**config.mk**
```make
export PLATFORM = sky130hd
export DESIGN_NAME = neurotransmitter_hub_flat
export DESIGN_NICKNAME = d
export VERILOG_FILES = /design/src/rtl/neurotransmitter_hub_if.sv /design/src/rtl/neurotransmitter_hub.sv /design/src/flat_wrapper.sv
export SDC_FILE = /design/constraint.sdc
export NUM_CORES = 1
export LEC_CHECK = 0
export ABC_AREA = 1
export ABC_CLOCK_PERIOD_IN_PS = 1300
export BUFFER_PORTS_ARGS = -buffer_cell sky130_fd_sc_hd__buf_2
export CORE_ASPECT_RATIO = 1.1
export CORE_MARGIN = 1.5
export CORE_UTILIZATION = 51
export CTS_CLUSTER_DIAMETER = 100
export DETAILED_ROUTE_END_ITERATION = 8
export GPL_TIMING_DRIVEN = 1
export HOLD_SLACK_MARGIN = 0.05
export PLACE_DENSITY = 0.75
export SETUP_SLACK_MARGIN = 0.5
export SYNTH_ARGS = -nofsm -noshare
export SYNTH_HDL_FRONTEND = slang
export SYNTH_SLANG_ARGS = --single-unit
export TNS_END_PERCENT = 100
```
**constraint.sdc**
```tcl
create_clock -name clk -period 1.3 [get_ports clk]
set_clock_uncertainty 0.05 [all_clocks]
set_input_delay 0.13 -clock clk [delete_from_list [all_inputs] [get_ports clk]]
set_output_delay 0.13 -clock clk [all_outputs]
set_load 0.005 [all_outputs]
```
**src/rtl/neurotransmitter_hub_if.sv**
```systemverilog
// Bundles the raw level inputs, the tick enable and the filtered outputs
// exchanged between the level producers/consumers and the hub.
interface neurotransmitter_hub_if;
   logic       tick;
   logic [1:0] dopamine_level;
   logic [1:0] serotonin_level;
   logic [1:0] cortisol_level;
   logic [1:0] gaba_level;
   logic [1:0] norepinephrine_level;
   logic [9:0] neurotransmitter_level;
   logic [4:0] changed_mask;
   logic       level_changed;

   modport master (
      output tick, dopamine_level, serotonin_level, cortisol_level,
             gaba_level, norepinephrine_level,
      input  neurotransmitter_level, changed_mask, level_changed
   );

   modport slave (
      input  tick, dopamine_level, serotonin_level, cortisol_level,
             gaba_level, norepinephrine_level,
      output neurotransmitter_level, changed_mask, level_changed
   );
endinterface

```
**src/rtl/neurotransmitter_hub.sv**
```systemverilog
// Neurotransmitter hub: debounces and slew-limits each 2-bit transmitter
// level so that dithering around a quantisation boundary cannot toggle the
// regulators, then packs the filtered levels and flags per-channel commits.

// One channel: filtered level F, candidate C and persistence counter N.
module nt_chan_filter #(
   parameter int HOLD_TICKS  = 4,
   parameter int SLEW_LIMIT  = 1,
   parameter int RESET_LEVEL = 2
) (
   input  logic       clk,
   input  logic       rst_n,
   input  logic       tick,
   input  logic [1:0] raw,
   output logic [1:0] filt,
   output logic       commit_nxt,
   output logic       commit
);
   localparam int             CW     = $clog2(HOLD_TICKS + 1);
   localparam logic [CW-1:0]  HOLD_N = CW'(HOLD_TICKS);
   localparam logic [1:0]     RST_LV = 2'(RESET_LEVEL);

   logic [1:0]    cand, cand_d, filt_d;
   logic [CW-1:0] cnt, cnt_d, cnt_inc;

   // Next-state: count consecutive enabled ticks of a stable differing input,
   // commit one step (or a direct jump) once the count reaches HOLD_TICKS.
   always_comb begin
      filt_d     = filt;
      cand_d     = cand;
      cnt_d      = cnt;
      commit_nxt = 1'b0;
      cnt_inc    = (raw == cand) ? cnt + CW'(1) : CW'(1);
      if (tick) begin
         cand_d = raw;
         if (raw == filt) begin
            cnt_d = '0;
         end else if (cnt_inc == HOLD_N) begin
            commit_nxt = 1'b1;
            cnt_d      = '0;
            if (SLEW_LIMIT != 0)
               filt_d = (raw > filt) ? filt + 2'd1 : filt - 2'd1;
            else
               filt_d = raw;
         end else begin
            cnt_d = cnt_inc;
         end
      end
   end

   // Channel state registers; reset discards any partial count.
   always_ff @(posedge clk) begin
      if (!rst_n) begin
         filt   <= RST_LV;
         cand   <= RST_LV;
         cnt    <= '0;
         commit <= 1'b0;
      end else begin
         filt   <= filt_d;
         cand   <= cand_d;
         cnt    <= cnt_d;
         commit <= commit_nxt;
      end
   end
endmodule

module neurotransmitter_hub #(
   parameter int HOLD_TICKS  = 4,
   parameter int SLEW_LIMIT  = 1,
   parameter int RESET_LEVEL = 2
) (
   input  logic                  clk,
   input  logic                  rst_n,
   neurotransmitter_hub_if.slave hub
);
   localparam int NUM_LANES = 5;

   logic [NUM_LANES-1:0][1:0] raw, filt;
   logic [NUM_LANES-1:0]      commit_nxt, commit_q;
   logic                      lc_q;

   // Lane order matches the output packing, dopamine in the low bits.
   assign raw = {hub.norepinephrine_level, hub.gaba_level, hub.cortisol_level,
                 hub.serotonin_level, hub.dopamine_level};

   for (genvar i = 0; i < NUM_LANES; i++) begin : g_lane
      nt_chan_filter #(
         .HOLD_TICKS (HOLD_TICKS),
         .SLEW_LIMIT (SLEW_LIMIT),
         .RESET_LEVEL(RESET_LEVEL)
      ) u_chan (
         .clk       (clk),
         .rst_n     (rst_n),
         .tick      (hub.tick),
         .raw       (raw[i]),
         .filt      (filt[i]),
         .commit_nxt(commit_nxt[i]),
         .commit    (commit_q[i])
      );
   end

   // Summary strobe registered from the same next-commit terms as the mask,
   // so it pulses in exactly the same cycle.
   always_ff @(posedge clk) begin
      if (!rst_n) lc_q <= 1'b0;
      else        lc_q <= |commit_nxt;
   end

   assign hub.neurotransmitter_level = filt;
   assign hub.changed_mask           = commit_q;
   assign hub.level_changed          = lc_q;
endmodule

```
**src/flat_wrapper.sv**
```systemverilog
// flat-port wrapper written by rule: the top's interface ports become plain ports
module neurotransmitter_hub_flat 
#(
   parameter int HOLD_TICKS  = 4,
   parameter int SLEW_LIMIT  = 1,
   parameter int RESET_LEVEL = 2
)
  (clk, rst_n, hub_tick, hub_dopamine_level, hub_serotonin_level, hub_cortisol_level, hub_gaba_level, hub_norepinephrine_level, hub_neurotransmitter_level, hub_changed_mask, hub_level_changed);
  neurotransmitter_hub_if hub_i ();
  input  logic clk;
  input  logic rst_n;
  input wire logic [$bits(hub_i.tick)-1:0] hub_tick;
  input wire logic [$bits(hub_i.dopamine_level)-1:0] hub_dopamine_level;
  input wire logic [$bits(hub_i.serotonin_level)-1:0] hub_serotonin_level;
  input wire logic [$bits(hub_i.cortisol_level)-1:0] hub_cortisol_level;
  input wire logic [$bits(hub_i.gaba_level)-1:0] hub_gaba_level;
  input wire logic [$bits(hub_i.norepinephrine_level)-1:0] hub_norepinephrine_level;
  output wire logic [$bits(hub_i.neurotransmitter_level)-1:0] hub_neurotransmitter_level;
  output wire logic [$bits(hub_i.changed_mask)-1:0] hub_changed_mask;
  output wire logic [$bits(hub_i.level_changed)-1:0] hub_level_changed;
  assign hub_i.tick = hub_tick;
  assign hub_i.dopamine_level = hub_dopamine_level;
  assign hub_i.serotonin_level = hub_serotonin_level;
  assign hub_i.cortisol_level = hub_cortisol_level;
  assign hub_i.gaba_level = hub_gaba_level;
  assign hub_i.norepinephrine_level = hub_norepinephrine_level;
  assign hub_neurotransmitter_level = hub_i.neurotransmitter_level;
  assign hub_changed_mask = hub_i.changed_mask;
  assign hub_level_changed = hub_i.level_changed;
  neurotransmitter_hub #(.HOLD_TICKS(HOLD_TICKS), .SLEW_LIMIT(SLEW_LIMIT), .RESET_LEVEL(RESET_LEVEL)) u_core (.clk(clk), .rst_n(rst_n), .hub(hub_i));
endmodule
```
==> flow_metrics.tcl <==
set metrics [dict create \
    synth.distinct_cells 22 \
    avgSynthCellArea_um2 7.22 \
    synth_fa_ha_area_frac 0.0863 \
    crit_family "simple AND/OR/NAND/NOR gates" \
    path_clk_slew_ns 0.08 \
    syn2layout_area_growth_pct 55.4 \
    syn_nets 329 \
    antenna_found_initial 0 \
    htree_levels 2 \
    routed_wl_um 5930 \
    cp-end-kind "register" \
    layout-drive-gt1-share 0.469 \
    status "finished with violations" \
    grt_max_degree 27 \
    multiInputGateArea_mm2 0.00147 \
    worst_pin_slew_ns 0.207 \
    clock_latency_ns 0.29 \
    setup_ws_ns -0.114 \
    die_area_mm2 0.00467 \
    nFillCells 230 \
    ys_seq_area_frac 0.377 \
    synth-xor-area-share 0.0800 \
    hpwl_um 3320 \
    gr-usage-met1 0.288 \
    vias 2191 \
    muxShareOfSynthArea 0 \
    synth_warnings 0 \
    cts_buffers 5 \
    violations "negative setup slack" \
    final_cell_mix "nand2_1 (60), buf_4 (38), buf_6 (30)" \
    first_iter_violations 120 \
    period_share 1.09 \
    gp_congestion 0.796 \
    slew_headroom 0.861 \
    wl_per_cell_um 13.7 \
    cts.sinks 41 \
    use_met2 0.420 \
    finalHoldViolCount 0 \
    drc 0 \
    drtPass1Iterations 4 \
    grt_busiest_layer "met2" \
    reg2regPathDepth 9 \
    r2r-start "u_core.g_lane[3].u_chan.filt[1]$_SDFFE_PN1P_" \
    pre_cts_ws_ns -0.199 \
    synth-simple-area-share 0.239 \
    hold_buffers 0 \
    fin_hold_ws_ns 0.135 \
    min_period_ns 1.41 \
    cts_tree "yes" \
    criticalPathCategory "register to register" \
    grt_use_met3 0.0534 \
    cap_viol_max_count 0 \
    dieWidth_um 65.3 \
    hold_start "hub_cortisol_level[0]" \
    first_global_vias 2036 \
    drv_slew 0 \
    p_leak_nw 1.63 \
    initial_core_util 0.540 \
    hold_end "u_core.g_lane[2].u_chan.cand[0]$_SDFFE_PN0P_" \
    n_antenna_cell 0 \
    synth_compound_area_frac 0.107 \
    seq_area_um2 853 \
    r2r-end "u_core.hub.level_changed$_SDFF_PN0_" \
    synth_top_family_by_area "simple AND/OR/NAND/NOR gates" \
    viasPerCell 5.05 \
    layout_commonest_cell "nand2_1" \
    path_max_fanout 4 \
    port_buffers 28 \
    min_path_type "input port to register" \
    rows 24 \
    start_kind "register" \
    ys_ff_latch 41 \
    coreArea_mm2 0.00402 \
    clockBufferDepth 2 \
    antenna_left 0 \
    vdd_ir_drop_max_v 0.000767 \
    path_cells "inv_2, ha_4, nand2_4, nand2_4, nor2_4, nand4_1, nand3_1, nor2_1, nor2_1" \
    crit_path_top_delay_cell "dfxtp_2" \
    io_pins 29 \
    r2r_slack_ns -0.11 \
    grt-ovfl-total 0 \
    fmax_ghz 0.707 \
    rsz0062_at_grt "true" \
    grt_usage 0.241 \
    die_h_um 71.5 \
    netlist_instances 301 \
    powerDensity_mw_per_mm2 790 \
    setup_viol 20 \
    layout.nets 410 \
    min_path_cells 3 \
    critPathBufInv 1 \
    grt_pass1_wl_um 8760 \
    required_ns 1.49 \
    root_buffer "clkbuf_8" \
    netlist_area_mm2 0.00217 \
    finalPower_mw 2.67 \
    arrival_ns 1.60 \
    crit_path_max_incr_delay_ns 0.34 \
]
==> cells by family (layout without fill, tap and decap cells) <==
group,after synthesis,in the layout
adders and majority gates,15,15
buffers and inverters,57,138
xor gates and xnor gates,19,19
DFF,41,41
AOI/OAI and AO/OA,44,44
and+or+nand+nor,125,125
==> cell usage after synthesis <==
cell / n / area [um^2]
nand4_2: 1 / 12.5
xnor2_2: 1 / 16.3
inv_1: 40 / 150
a21oi_1: 23 / 115
nand2_1: 74 / 278
ha_1: 15 / 188
nor2_1: 26 / 97.6
clkinv_1: 3 / 11.3
dfxtp_1: 41 / 821
nand4_1: 4 / 25.0
nand2_2: 2 / 12.5
xnor2_1: 5 / 43.8
xor2_1: 13 / 114
o21ai_0: 16 / 80.1
clkbuf_1: 5 / 18.8
buf_4: 6 / 45.0
nor2_2: 4 / 25.0
o211ai_1: 5 / 37.5
inv_2: 1 / 3.75
buf_2: 1 / 5.00
clkinv_2: 1 / 5.00
nand3_1: 14 / 70.1
==> worst register-to-register path, stage by stage (launching register included) <==
cell,delay (ns)
dfxtp_2,0.34
inv_2,0.05
ha_4,0.22
nand2_4,0.08
nand2_4,0.06
nor2_4,0.09
nand4_1,0.20
nand3_1,0.16
nor2_1,0.05
nor2_1,0.07
==> layer usage <==
metal / part of all wire / up-vias
met2: 0.51 / 65
met3: 0.046 / 8
met4: 0.026 / 0
li1: - / 1108
met1: 0.42 / 1010
met5: 0 / -
==> worst max path at each step <==
stage	start	to	slack (ns)	cells after the start
floorplan	u_core.g_lane[1].u_chan.filt[1]$_SDFFE_PN1P_	u_core.g_lane[1].u_chan.filt[0]$_SDFFE_PN0P_	-0.12	10
global placement	u_core.g_lane[1].u_chan.filt[1]$_SDFFE_PN1P_	u_core.g_lane[1].u_chan.filt[0]$_SDFFE_PN0P_	-0.12	10
detailed placement	u_core.g_lane[1].u_chan.filt[1]$_SDFFE_PN1P_	u_core.g_lane[1].u_chan.filt[0]$_SDFFE_PN0P_	-0.20	10
CTS	u_core.g_lane[3].u_chan.filt[1]$_SDFFE_PN1P_	u_core.g_lane[3].u_chan.filt[0]$_SDFFE_PN0P_	-0.09	8
global route	u_core.g_lane[3].u_chan.filt[1]$_SDFFE_PN1P_	u_core.hub.level_changed$_SDFF_PN0_	-0.22	9
finish	u_core.g_lane[3].u_chan.filt[1]$_SDFFE_PN1P_	u_core.hub.level_changed$_SDFF_PN0_	-0.11	9
==> repair_timing <==
action | in CTS | in global routing
setup buffers | 9 | 6
gates resized for setup | 66 | 46
setup endpoints to repair | 47 | 48
pin swaps | 30 | 22
==> metrics by stage <==
step	std cells	utilization	cell area [um^2]	TNS, ns
2_1_floorplan	301	-	2260	-0.390
3_3_place_gp	412	0.678	2730	-0.801
3_5_place_dp	412	0.678	2730	-1.39
4_1_cts	428	0.786	3160	-0.780
5_1_grt	434	0.840	3380	-3.20
6_report	434	0.840	3380	-1.11
==> sequential cells by signal (all words and copies together), names as in the netlist <==
| signal | count |
|---|---|
| u_core.g_lane.u_chan.cand | 10 |
| u_core.g_lane.u_chan.cnt | 15 |
| u_core.g_lane.u_chan.commit | 5 |
| u_core.g_lane.u_chan.filt | 10 |
| u_core.hub.level_changed | 1 |
==> final cells by class <==
cell class	count	area share
Inverter	45	0.0533
Clock buffer	7	0.0256
Tap cell	52	0.0193
Timing Repair Buffer	86	0.216
Multi-Input combinational cell	203	0.434
Sequential cell	41	0.253
==> report_power, final <==
| group | total, mW | switching [mW] | internal, mW | leakage [nW] |
|---|---|---|---|---|
| registers | 1.32 | 0.0291 | 1.29 | 0.338 |
| clock network | 0.866 | 0.444 | 0.422 | 0.0443 |
| logic | 0.485 | 0.262 | 0.222 | 1.25 |
Note: power is estimated with default switching activity, not from simulation.
